File: src/rtl/spike_rate_decoder.sv
// Spike rate decoder: counts spikes per channel over a fixed window of enabled
// cycles, snapshots the counts at window end and streams them out one channel per word.
module spike_rate_decoder #(
  parameter int NUM_CH = 4,
  parameter int WINDOW = 16,
  parameter int CNT_W  = 4
) (
  input  logic              clk,
  input  logic              rst,
  input  logic              en,
  input  logic [NUM_CH-1:0] spike_in,
  output logic [7:0]        rate_data,
  output logic [2:0]        rate_ch,
  output logic              rate_valid,
  input  logic              rate_ready,
  output logic              window_done,
  output logic              missed
);

  localparam int WC_W  = (WINDOW > 1) ? $clog2(WINDOW) : 1;
  localparam int IDX_W = (NUM_CH > 1) ? $clog2(NUM_CH) : 1;
  localparam logic [WC_W-1:0]  WIN_LAST = WC_W'(WINDOW - 1);
  localparam logic [IDX_W-1:0] IDX_LAST = IDX_W'(NUM_CH - 1);
  localparam logic [CNT_W-1:0] CNT_MAX  = '1;

  typedef enum logic {
    S_IDLE,
    S_SEND
  } state_t;

  state_t                         state_q, state_d;
  logic [IDX_W-1:0]               idx_q, idx_d;
  logic [WC_W-1:0]                wcnt_q, wcnt_d;
  logic [NUM_CH-1:0][CNT_W-1:0]   cnt_q, cnt_d;
  logic [NUM_CH-1:0]              sat_q, sat_d;
  logic [NUM_CH-1:0][CNT_W-1:0]   snap_q, snap_d;
  logic [NUM_CH-1:0]              snap_sat_q, snap_sat_d;
  logic                           window_done_q, window_done_d;
  logic                           missed_q, missed_d;

  logic [NUM_CH-1:0][CNT_W-1:0]   fin_cnt;
  logic [NUM_CH-1:0]              fin_sat;
  logic                           win_end;
  logic                           handshake;
  logic                           can_load;
  logic                           load;

  // Counts including this cycle's spikes; these are what a window-end snapshot captures.
  always_comb begin
    fin_cnt = cnt_q;
    fin_sat = sat_q;
    for (int i = 0; i < NUM_CH; i++) begin
      if (spike_in[i]) begin
        if (cnt_q[i] == CNT_MAX) begin
          fin_sat[i] = 1'b1;
        end else begin
          fin_cnt[i] = cnt_q[i] + 1'b1;
        end
      end
    end
  end

  assign win_end = en && (wcnt_q == WIN_LAST);

  always_comb begin
    wcnt_d = wcnt_q;
    cnt_d  = cnt_q;
    sat_d  = sat_q;
    if (en) begin
      if (win_end) begin
        wcnt_d = '0;
        cnt_d  = '0;
        sat_d  = '0;
      end else begin
        wcnt_d = wcnt_q + 1'b1;
        cnt_d  = fin_cnt;
        sat_d  = fin_sat;
      end
    end
  end

  // Valid/ready: a word transfers on a rising edge where rate_valid and rate_ready
  // are both high; while rate_valid is high and rate_ready low, rate_ch/rate_data hold.
  assign handshake = (state_q == S_SEND) && rate_ready;
  assign can_load  = (state_q == S_IDLE) || (handshake && (idx_q == IDX_LAST));
  assign load      = win_end && can_load;

  always_comb begin
    state_d       = state_q;
    idx_d         = idx_q;
    snap_d        = snap_q;
    snap_sat_d    = snap_sat_q;
    window_done_d = load;
    missed_d      = win_end && !can_load;
    case (state_q)
      S_IDLE: begin
        state_d = S_IDLE;
      end
      S_SEND: begin
        if (handshake) begin
          if (idx_q == IDX_LAST) begin
            state_d = S_IDLE;
          end else begin
            idx_d = idx_q + 1'b1;
          end
        end
      end
      default: begin
        state_d = S_IDLE;
      end
    endcase
    // A fresh snapshot restarts readout even if the last word leaves on this edge.
    if (load) begin
      state_d    = S_SEND;
      idx_d      = '0;
      snap_d     = fin_cnt;
      snap_sat_d = fin_sat;
    end
  end

  always_ff @(posedge clk or posedge rst) begin
    if (rst) begin
      state_q       <= S_IDLE;
      idx_q         <= '0;
      wcnt_q        <= '0;
      cnt_q         <= '0;
      sat_q         <= '0;
      snap_q        <= '0;
      snap_sat_q    <= '0;
      window_done_q <= 1'b0;
      missed_q      <= 1'b0;
    end else begin
      state_q       <= state_d;
      idx_q         <= idx_d;
      wcnt_q        <= wcnt_d;
      cnt_q         <= cnt_d;
      sat_q         <= sat_d;
      snap_q        <= snap_d;
      snap_sat_q    <= snap_sat_d;
      window_done_q <= window_done_d;
      missed_q      <= missed_d;
    end
  end

  always_comb begin
    rate_valid = (state_q == S_SEND);
    rate_data  = '0;
    rate_ch    = '0;
    if (state_q == S_SEND) begin
      rate_ch                = 3'(idx_q);
      rate_data[CNT_W-1:0]   = snap_q[idx_q];
      rate_data[7]           = snap_sat_q[idx_q];
    end
  end

  assign window_done = window_done_q;
  assign missed      = missed_q;

endmodule

File: config.mk
export PLATFORM = sky130hd
export DESIGN_NAME = spike_rate_decoder
export DESIGN_NICKNAME = d
export VERILOG_FILES = /design/src/rtl/spike_rate_decoder.sv
export SDC_FILE = /design/constraint.sdc
export NUM_CORES = 1
export LEC_CHECK = 0
export BUFFER_PORTS_ARGS = -buffer_cell sky130_fd_sc_hd__buf_2
export CORE_AREA = 2 2 100 102
export CTS_BUF_LIST = sky130_fd_sc_hd__clkbuf_16
export DETAILED_ROUTE_END_ITERATION = 16
export DIE_AREA = 0 0 102 104
export SLEW_MARGIN = 10
export SYNTH_ARGS = -nofsm -noshare
export SYNTH_HDL_FRONTEND = slang
export SYNTH_SLANG_ARGS = --single-unit
File: constraint.sdc
create_clock -name clk -period 1.6 [get_ports clk]
set_input_delay 0.08 -clock clk [delete_from_list [all_inputs] [get_ports clk]]
set_output_delay 0.08 -clock clk [all_outputs]
set_load 0.05 [all_outputs]
==> run_results.csv, run 1 <==
group,metric,value,unit
synthesis,synth-simple-area-share,0.186,
synthesis,synth_cell_types,37,
clock_network,cts_buffer_depth,2,
power,intPower,3790,µW
drt,dr.pass1.iters,4,
synthesis,synth_top_family_by_area,"simple AND/OR/NAND/NOR gates",
floorplan,core,0.00955,mm²
power,pwr-share-comb,0.440,
clock_network,cts_buffers,5,
global_route,grt_usage,0.127,
timing,tns,-0.477,ns
clock_network,clock_latency,0.29,ns
final_layout,nFillCells,956,
synthesis,synth_edf_count,0,
drt,ant_nets,0,
timing,fin_crit_sh,1.07,
drt,wl,6.33,mm
synthesis,synth-adder-area-share,0.0268,
worst_setup_path,cp_max_fo,7,
synthesis,yosysSeqAreaShare,0.438,
clock_network,cts.clk_slew.worst_paths,0.07,ns
place,gp_congestion,0.800,
synthesis,synth_compound_area_frac,0.177,
synthesis,synth_top_area_frac,0.438,
worst_hold_path,hold_path.class,"in -> reg",
synthesis,synth_cells,272,
synthesis,ys_async_sr_fraction,1.00,
synthesis,synth_top_cell_by_area,"dfrtp_1",
final_layout,final_nets,315,
synthesis,yosysWarnings,0,
power,swShare,0.369,
timing,finalWorstSetupSlack,-0.109,ns
power,p_per_area,1780,mW/mm²
global_route,grt.overflow.total,0,
clock_network,cts_tree,"yes",
final_layout,seq_area,0.00123,mm²
run_status,failed_checks,"negative setup slack",
global_route,antenna_found_initial,0,
worst_setup_path,start_kind,"register",
synthesis,synthXorXnorAreaFrac,0.00313,
final_layout,layout-drive-gt1-share,0.278,
floorplan,die_height,104,µm
drt,drcViolationCount,0,
worst_setup_path,worstPathArrival,1.63,ns
power,pwr-share-seq,0.359,
timing,layout_min_cycle_time,1.71,ns
floorplan,die_w,102,µm
synthesis,synth_seq_cells,49,
global_route,grt_pass1_vias,2159,
worst_setup_path,worstSetupPathType,"reg -> out",
floorplan,rows,36,
final_layout,area_growth,20.7,%
worst_setup_path,end_kind,"primary output",
floorplan,start_util,0.293,
final_layout,multi_input_area,0.00143,mm²
timing,clock-skew-final,0.00727,ns
drt,vias,2165,
synthesis,synth.area.mux_share,0.105,
clock_network,clock-sinks,49,
place,port_buffers,17,
drt,drtIter0Drc,125,
global_route,grt_max_degree,50,
drt,via_per_inst,4.98,
synthesis,syn_area_per_cell,10.3,µm²
flow_run,maxCapViolCount,0,
clock_network,htreeDepth,2,
timing,rsz0062_at_grt,"true",
power,p_leak,0.00149,µW
synthesis,netlist_top_cells_area,"dfrtp_1 (44%), a21oi_1 (4.1%), mux4_2 (4.0%)",
worst_setup_path,crit_required,1.52,ns
floorplan,io-pin-count,22,
place,hpwl,4.34,mm
global_route,grt_first_pass_wirelength,10.7,mm
power,power_frac_clock,0.201,
final_layout,antenna_cells,0,
timing,clock.fmax,585,MHz
drt,drt-wirelength-per-cell,14.5,µm
final_layout,utilization,0.354,
clock_network,clock-root-buffer,"clkbuf_16",
timing,setup_violations,5,
floorplan,dieArea,0.0106,mm²
timing,hold_violations,0,
synthesis,synth-main-ff-cell,"dfrtp_1",
timing,finalMaxSlewViolations,0,
run_status,status,"complete, but fails checks",
power,ir_drop,0.000600,V
power,switchingPower,2220,µW
synthesis,synth_area,0.00280,mm²
## cell type report
class / count / area share
multi-input cells: 191 / 0.423
repair buffers: 41 / 0.101
clock buffers: 5 / 0.0370
flip-flops and latches: 49 / 0.363
inverters: 13 / 0.0144
well taps: 133 / 0.0492
clock inverters: 3 / 0.0122
## metrics by stage
step	hold slack, ns	setup slack, ns	total power, µW	instance area (µm²)	cells
detailed placement	0.148	-0.00551	4650	3130	425
CTS	0.117	-0.110	6030	3370	435
global route	0.146	-0.169	6430	3380	435
floorplan	0.344	0.00658	3900	2810	275
global placement	0.143	0.0335	4580	3130	425
finish	0.121	-0.109	6010	3380	435
## registers in the layout, indices dropped and copies added, names as in the netlist
name         count
sat_q            4
window_done      1
cnt_q           16
wcnt_q           4
snap_sat_q       4
rate_valid       1
snap_q          16
idx_q            2
missed           1
## power by group through the flow
stage / registers [µW] / logic [µW] / clock network [µW]
final: 2160 / 2640 / 1210
after global routing: 2220 / 2930 / 1280
after CTS: 2160 / 2640 / 1240
after detailed placement: 2180 / 2470 / 0
after global placement: 2160 / 2410 / 0
after floorplan: 2130 / 1760 / 0
## synth_stat cells, types with 5 or more instances
| cell type | count |
|---|---|
| a21oi_1 | 23 |
| a31o_2 | 8 |
| a31oi_1 | 7 |
| and2_1 | 11 |
| and3_1 | 5 |
| and4_1 | 5 |
| buf_2 | 7 |
| buf_4 | 6 |
| clkbuf_1 | 7 |
| dfrtp_1 | 49 |
| ha_1 | 6 |
| inv_1 | 13 |
| mux2_2 | 6 |
| mux2_4 | 7 |
| mux4_2 | 5 |
| nand2b_1 | 7 |
| nand3_1 | 14 |
| nand4_1 | 13 |
| nor2_1 | 11 |
| nor2b_1 | 15 |
| o211ai_1 | 12 |
| o21ai_0 | 11 |
## repair_timing
item / 4_1_cts / 5_1_grt
resized for setup: 20 / 1
endpoints found under the hold margin: 49 / 0
setup endpoints to repair: 6 / 13
setup buffers: 1 / 0
hold buffers: 1 / 0
pin swaps: 4 / 1
## routing by layer
layer  track usage  wire [µm]  vias to the layer above
met5             0          0                        -
met4        0.0371         92                        0
met3        0.0262        201                        9
met2         0.198       2990                       35
met1         0.178       3040                     1072
li1              -          -                     1049
## cell usage in the layout (no fill, tap or decap), types with 2 or more instances in the layout
master      n
nand3_1    14
a21oi_1    23
inv_1      12
clkbuf_16   5
nor2_1     11
and4_1      4
buf_8       4
o21ai_0    11
buf_6       2
a31oi_1     7
a311oi_1    4
a31o_2      8
a22o_1      2
buf_4      20
o211ai_1   12
and2_4      4
and3_1      5
mux2_4      7
ha_1        6
nor2b_1    15
and2_1      7
mux2_2      6
nand2_1     4
nand2b_1    7
a2bb2oi_1   3
conb_1      4
nand4_1    13
buf_12      2
mux4_2      5
buf_2      12
dfrtp_1    49
## path summary, 6_finish.rpt
path	from	to	depth (start not counted)	slack [ns]
worst max register to register	wcnt_q[0]	snap_q[2]	5	0.06
worst min register to register	sat_q[0]	sat_q[0]	2	0.50
min in group asynchronous	rst	cnt_q[1]	4	0.38
max in group asynchronous	rst	wcnt_q[0]	4	0.98
worst max-delay path	idx_q[0]	rate_data[0]	4	-0.11
worst min-delay path	spike_in[0]	cnt_q[1]	3	0.12
## worst max-delay path, cell delays in order (launching register included)
cell and delay, ns:
dfrtp_1 0.37, buf_6 0.14, mux4_2 0.52, and2_4 0.16
buf_8 0.14
## cell families (layout without fill, tap and decap cells)
| family | count (synthesis) | in the layout |
|---|---|---|
| and+or+nand+nor | 87 | 87 |
| AOI/OAI and AO/OA | 74 | 74 |
| DFF | 49 | 49 |
| buffers and inverters | 35 | 62 |
| muxes | 19 | 19 |
| adders and majority gates | 6 | 6 |
| other | 1 | 4 |
| xor gates and xnor gates | 1 | 1 |
(Power assumes the default switching activity.)
==> inputs of run 2 (changes only) <==
--- a/config.mk
+++ b/config.mk
@@ -6,10 +6,14 @@
 export NUM_CORES = 1
 export LEC_CHECK = 0
 export BUFFER_PORTS_ARGS = -buffer_cell sky130_fd_sc_hd__buf_2
+export CELL_PAD_IN_SITES_DETAIL_PLACEMENT = 0
+export CELL_PAD_IN_SITES_GLOBAL_PLACEMENT = 1
 export CORE_AREA = 2 2 100 102
 export CTS_BUF_LIST = sky130_fd_sc_hd__clkbuf_16
 export DETAILED_ROUTE_END_ITERATION = 16
 export DIE_AREA = 0 0 102 104
+export GPL_ROUTABILITY_DRIVEN = 0
+export PLACE_DENSITY_LB_ADDON = 0.1
 export SLEW_MARGIN = 10
 export SYNTH_ARGS = -nofsm -noshare
 export SYNTH_HDL_FRONTEND = slang
==> run 2 against run 1 <==
Effect of this change: the flow still finishes with violations (negative setup slack); worst hold slack improved by 0.016 ns; via count increased by 0.51%; core utilization increased by 1.3 points; combinational power increased by 7%; sequential power about the same; cell count increased by 2.5%; global-route usage increased by 1.2 points; largest cell class unchanged.
==> run_results.csv, run 2 (synthesized netlist as in run 1, its figures left out) <==
group,metric,value,unit
worst_setup_path,start_kind,"register",
final_layout,final_common_cell,"dfrtp_1",
global_route,grt_first_pass_wirelength,11.6,mm
worst_hold_path,hold_path.class,"in -> reg",
drt,wl,7.13,mm
drt,drtIter0Drc,156,
final_layout,antenna_cells,0,
floorplan,dieArea,0.0106,mm²
power,p_per_area,1740,mW/mm²
floorplan,die_height,104,µm
clock_network,cts_buffers,5,
drt,drcViolationCount,0,
drt,ant_nets,0,
final_layout,area_growth,25.3,%
drt,drt-wirelength-per-cell,16.0,µm
floorplan,start_util,0.293,
floorplan,io-pin-count,22,
worst_setup_path,end_kind,"primary output",
worst_setup_path,worstSetupPathType,"reg -> out",
clock_network,clock_latency,0.29,ns
final_layout,final_nets,326,
final_layout,utilization,0.367,
final_layout,layout-drive-gt1-share,0.319,
global_route,antenna_found_initial,0,
timing,tns,-1.09,ns
place,placed_cells,432,
global_route,grt.overflow.total,0,
run_status,status,"complete, but fails checks",
place,hpwl,5.05,mm
worst_setup_path,worstPathArrival,1.66,ns
clock_network,cts.clk_slew.worst_paths,0.07,ns
power,p_leak,0.00156,µW
clock_network,clock-sinks,49,
timing,fin_crit_sh,1.09,
timing,rsz0062_at_grt,"true",
place,port_buffers,17,
worst_setup_path,cp_max_fo,4,
power,pwr-share-seq,0.359,
clock_network,htreeDepth,2,
power,power_frac_clock,0.177,
final_layout,final_cell_mix,"dfrtp_1 (49), buf_4 (26), a21oi_1 (21)",
floorplan,core,0.00955,mm²
power,intPower,3770,µW
floorplan,die_w,102,µm
drt,dr.pass1.iters,4,
timing,clock.fmax,574,MHz
global_route,grt_usage,0.139,
worst_setup_path,crit_required,1.52,ns
drt,vias,2176,
floorplan,rows,36,
clock_network,cts_buffer_depth,2,
timing,layout_min_cycle_time,1.74,ns
power,ir_drop,0.000522,V
clock_network,cts_tree,"yes",
final_layout,fin_cells,446,
flow_run,maxCapViolCount,0,
power,pwr-share-comb,0.465,
timing,setup_violations,14,
drt,via_per_inst,4.88,
power,switchingPower,2320,µW
timing,finalMaxSlewViolations,0,
power,swShare,0.381,
final_layout,largestRegisters,"cnt_q (16), snap_q (16)",
timing,clock-skew-final,0.00962,ns
power,totalPowerFinal,6090,µW
timing,hold_violations,0,
global_route,grt_pass1_vias,2070,
run_status,failed_checks,"negative setup slack",
clock_network,clock-root-buffer,"clkbuf_16",
timing,finalWorstSetupSlack,-0.143,ns
global_route,grt_max_degree,50,
==> run 2: repair_timing <==
item	CTS	global route
endpoints found under the setup margin	5	16
hold endpoints to repair	49	0
pin swaps	3	1
setup buffers	3	2
hold buffers	1	0
gates resized for setup	21	5
==> run 2: routing by layer <==
layer | vias to the layer above | track usage | share of wire
met5 | - | 0 | 0
met1 | 1077 | 0.209 | 0.51
met2 | 22 | 0.214 | 0.46
li1 | 1075 | - | -
met3 | 2 | 0.0222 | 0.019
met4 | 0 | 0.0229 | 0.0041
==> run 2: cell type report <==
class / instances / area (µm²)
Sequential cell: 49 / 1230
Multi-Input combinational cell: 191 / 1460
Inverter: 13 / 48.8
Clock inverter: 3 / 21.3
Fill cell: 993 / 6040
Tap cell: 133 / 166
Timing Repair Buffer: 52 / 463
Clock buffer: 5 / 125
==> run 2: power groups by stage <==
stage	logic, µW	clock network [µW]	registers (µW)
floorplan	1760	0	2130
global placement	2600	0	2180
detailed placement	2600	0	2180
CTS	2800	1120	2170
global route	3140	1160	2250
finish	2830	1080	2180
==> run 2: final timing paths <==
path	depth (start not counted)	slack [ns]	startpoint	endpoint
worst max-delay path	4	-0.14	idx_q[0]	rate_data[0]
worst min-delay path	3	0.14	spike_in[0]	cnt_q[1]
worst max register to register	7	-0.07	idx_q[0]	snap_q[6]
worst min register to register	2	0.50	sat_q[2]	sat_q[2]
max in group asynchronous	4	0.99	rst	snap_q[6]
min in group asynchronous	4	0.37	rst	cnt_q[2]
==> run 2: per-stage QoR <==
stage	hold slack [ns]	instance area, µm²	setup WS, ns
after CTS	0.135	3470	-0.156
after detailed placement	0.154	3220	0.0618
final	0.137	3510	-0.143
after global routing	0.163	3510	-0.201
after global placement	0.153	3220	0.0739
after floorplan	0.344	2810	0.00658
==> run 2: worst max-delay path, stage by stage (launching register included) <==
cell and delay, ns:
dfrtp_1 0.41, buf_6 0.15, mux4_2 0.50, and2_4 0.17, buf_6 0.14
==> inputs of run 3 (changes only) <==
--- a/config.mk
+++ b/config.mk
@@ -13,7 +13,8 @@
 export DETAILED_ROUTE_END_ITERATION = 16
 export DIE_AREA = 0 0 102 104
 export GPL_ROUTABILITY_DRIVEN = 0
-export PLACE_DENSITY_LB_ADDON = 0.1
+export GPL_TIMING_DRIVEN = 0
+export PLACE_DENSITY = 0.6
 export SLEW_MARGIN = 10
 export SYNTH_ARGS = -nofsm -noshare
 export SYNTH_HDL_FRONTEND = slang
==> run 3 against run 2 <==
Effect of this change: the flow still finishes with violations (negative setup slack); via count down 1.6%; first-iteration DRC count down 13%; combinational power down 16%; core utilization down 1.4 points; wire length down 3.7%; total power down 1.6%; die area unchanged; sequential share of layout area up 1.4 points; clock power up 28%; final area down 3.9%; critical path type unchanged; largest cell class unchanged; highest routed layer unchanged.
==> run_results.csv, run 3 (synthesized netlist as in run 1, its figures left out) <==
group,metric,value,unit
worst_setup_path,worstPathArrival,1.65,ns
worst_setup_path,critPathTopFamily,"multiplexers",
drt,dr.pass1.iters,4,
global_route,grt.overflow.total,0,
worst_hold_path,hold_depth,3,
final_layout,final_nets,314,
power,pwr-share-seq,0.374,
global_route,grt_use_met1,0.208,
timing,rsz0062_at_grt,"true",
flow_run,maxCapViolCount,0,
drt,drcViolationCount,0,
power,totalPowerFinal,5990,µW
final_layout,largestRegisters,"cnt_q (16), snap_q (16)",
worst_setup_path,end_kind,"primary output",
final_layout,antenna_cells,0,
worst_setup_path,critPathSlowestCell,"mux4_2",
power,power_frac_clock,0.230,
timing,fin_crit_sh,1.08,
floorplan,dieArea,0.0106,mm²
floorplan,start_util,0.293,
clock_network,clock_latency,0.29,ns
clock_network,cts_buffer_depth,2,
clock_network,cts_tree,"yes",
final_layout,final_cell_mix,"dfrtp_1 (49), a21oi_1 (23), nor2b_1 (15)",
timing,hold_violations,0,
floorplan,die_w,102,µm
global_route,grt-busiest-layer,"met1",
global_route,grt_first_pass_wirelength,11.4,mm
timing,relSlewSlack,0.645,
timing,clock.fmax,578,MHz
timing,finalMaxSlewViolations,0,
worst_setup_path,timing.critical_path.buf_inv,2,
power,p_leak,0.00149,µW
global_route,use_met2,0.205,
timing,layout_min_cycle_time,1.73,ns
place,placed_area,0.00306,mm²
worst_setup_path,critPathMaxStageDelay,0.52,ns
clock_network,htreeDepth,2,
timing,clock-skew-final,0.00424,ns
power,swShare,0.365,
final_layout,area_growth,20.5,%
final_layout,final_common_cell,"dfrtp_1",
power,p_per_area,1780,mW/mm²
timing,worst_pin_slew,0.532,ns
power,ir_drop,0.000705,V
clock_network,cts_buffers,5,
worst_setup_path,worstSetupPathType,"reg -> out",
drt,ant_nets,0,
worst_setup_path,path_common_cell,"buf_6",
global_route,grt_usage,0.139,
clock_network,cts.clk_slew.worst_paths,0.07,ns
global_route,antenna_found_initial,0,
floorplan,core,0.00955,mm²
worst_setup_path,path_depth,4,
drt,drtIter0Drc,135,
global_route,grt_max_degree,33,
worst_hold_path,hold_path.class,"in -> reg",
worst_setup_path,cp_max_fo,6,
worst_setup_path,r2r_cells,5,
place,hpwl,4.82,mm
clock_network,clock-root-buffer,"clkbuf_16",
drt,drt-wirelength-per-cell,15.8,µm
power,pwr-share-comb,0.396,
drt,wl,6.87,mm
drt,via_per_inst,4.93,
clock_network,clock-sinks,49,
floorplan,rows,36,
run_status,status,"complete, but fails checks",
timing,setup_violations,5,
power,intPower,3810,µW
global_route,gr-usage-met3,0.0269,
power,switchingPower,2190,µW
floorplan,io-pin-count,22,
worst_setup_path,path_cells,"buf_6 > mux4_2 > and2_4 > buf_6",
run_status,failed_checks,"negative setup slack",
global_route,grt_pass1_vias,2108,
worst_setup_path,start_kind,"register",
place,port_buffers,12,
drt,vias,2141,
final_layout,design_area,0.00337,mm²
timing,finalWorstSetupSlack,-0.129,ns
floorplan,die_height,104,µm
final_layout,layout-drive-gt1-share,0.276,
worst_setup_path,crit_required,1.52,ns
==> run 3: metrics by stage <==
stage                util  hold WS, ns  TNS [ns]  setup WS (ns)  instances
floorplan               -        0.344         0        0.00658        275
global placement    0.318        0.435    -23.45         -0.426        420
detailed placement  0.320        0.113     -2.91         -0.198        421
CTS                 0.352        0.129    -0.638         -0.144        435
global route        0.353        0.154     -1.03         -0.208        434
finish              0.353        0.130    -0.554         -0.129        434
==> run 3: worst paths after layout <==
| kind | from | endpoint | slack [ns] |
|---|---|---|---|
| worst max-delay path | idx_q[0] | rate_data[0] | -0.13 |
| worst min-delay path | spike_in[3] | cnt_q[13] | 0.13 |
| worst max register to register | idx_q[0] | snap_q[15] | 0.07 |
| worst min register to register | sat_q[0] | sat_q[0] | 0.50 |
| max in group asynchronous | rst | cnt_q[15] | 0.74 |
| min in group asynchronous | rst | idx_q[0] | 0.35 |
==> run 3: layer usage <==
metal	share of wire	wire [µm]
met5	0	0
met4	0.012	80
met3	0.028	195
met2	0.45	3090
met1	0.51	3510
==> run 3: repair_timing <==
action,4_1_cts,5_1_grt
gates resized for setup,23,7
pin swaps,2,2
buffers inserted,5,0
setup endpoints to repair,27,32
hold buffers,1,0
endpoints found under the hold margin,17,0
==> run 3: layout make-up <==
class,count,area (µm²)
timing repair buffer,19,159
buffer,21,138
clock inverter,3,65.1
fill,988,6180
sequential,49,1230
tap,133,166
clock buffer,5,125
inverter,13,48.8
multi-input combinational,191,1450
==> run 3: power by group through the flow <==
stage                     sequential [µW]  combinational (µW)  clock [µW]
after global placement               2230                2170           0
after floorplan                      2130                1760           0
after CTS                            2230                2380        1400
after global routing                 2330                2660        1460
after detailed placement             2240                2200           0
final                                2240                2380        1380
==> run 3: worst reg2reg max path: cells and delay by family, from the launching register on <==
family	cells	cell delay, ns
AOI/OAI and AO/OA	1	0.23
adders and majority gates	1	0.29
buffers and inverters	1	0.15
DFF	1	0.39
muxes	1	0.30
and+or+nand+nor	1	0.06
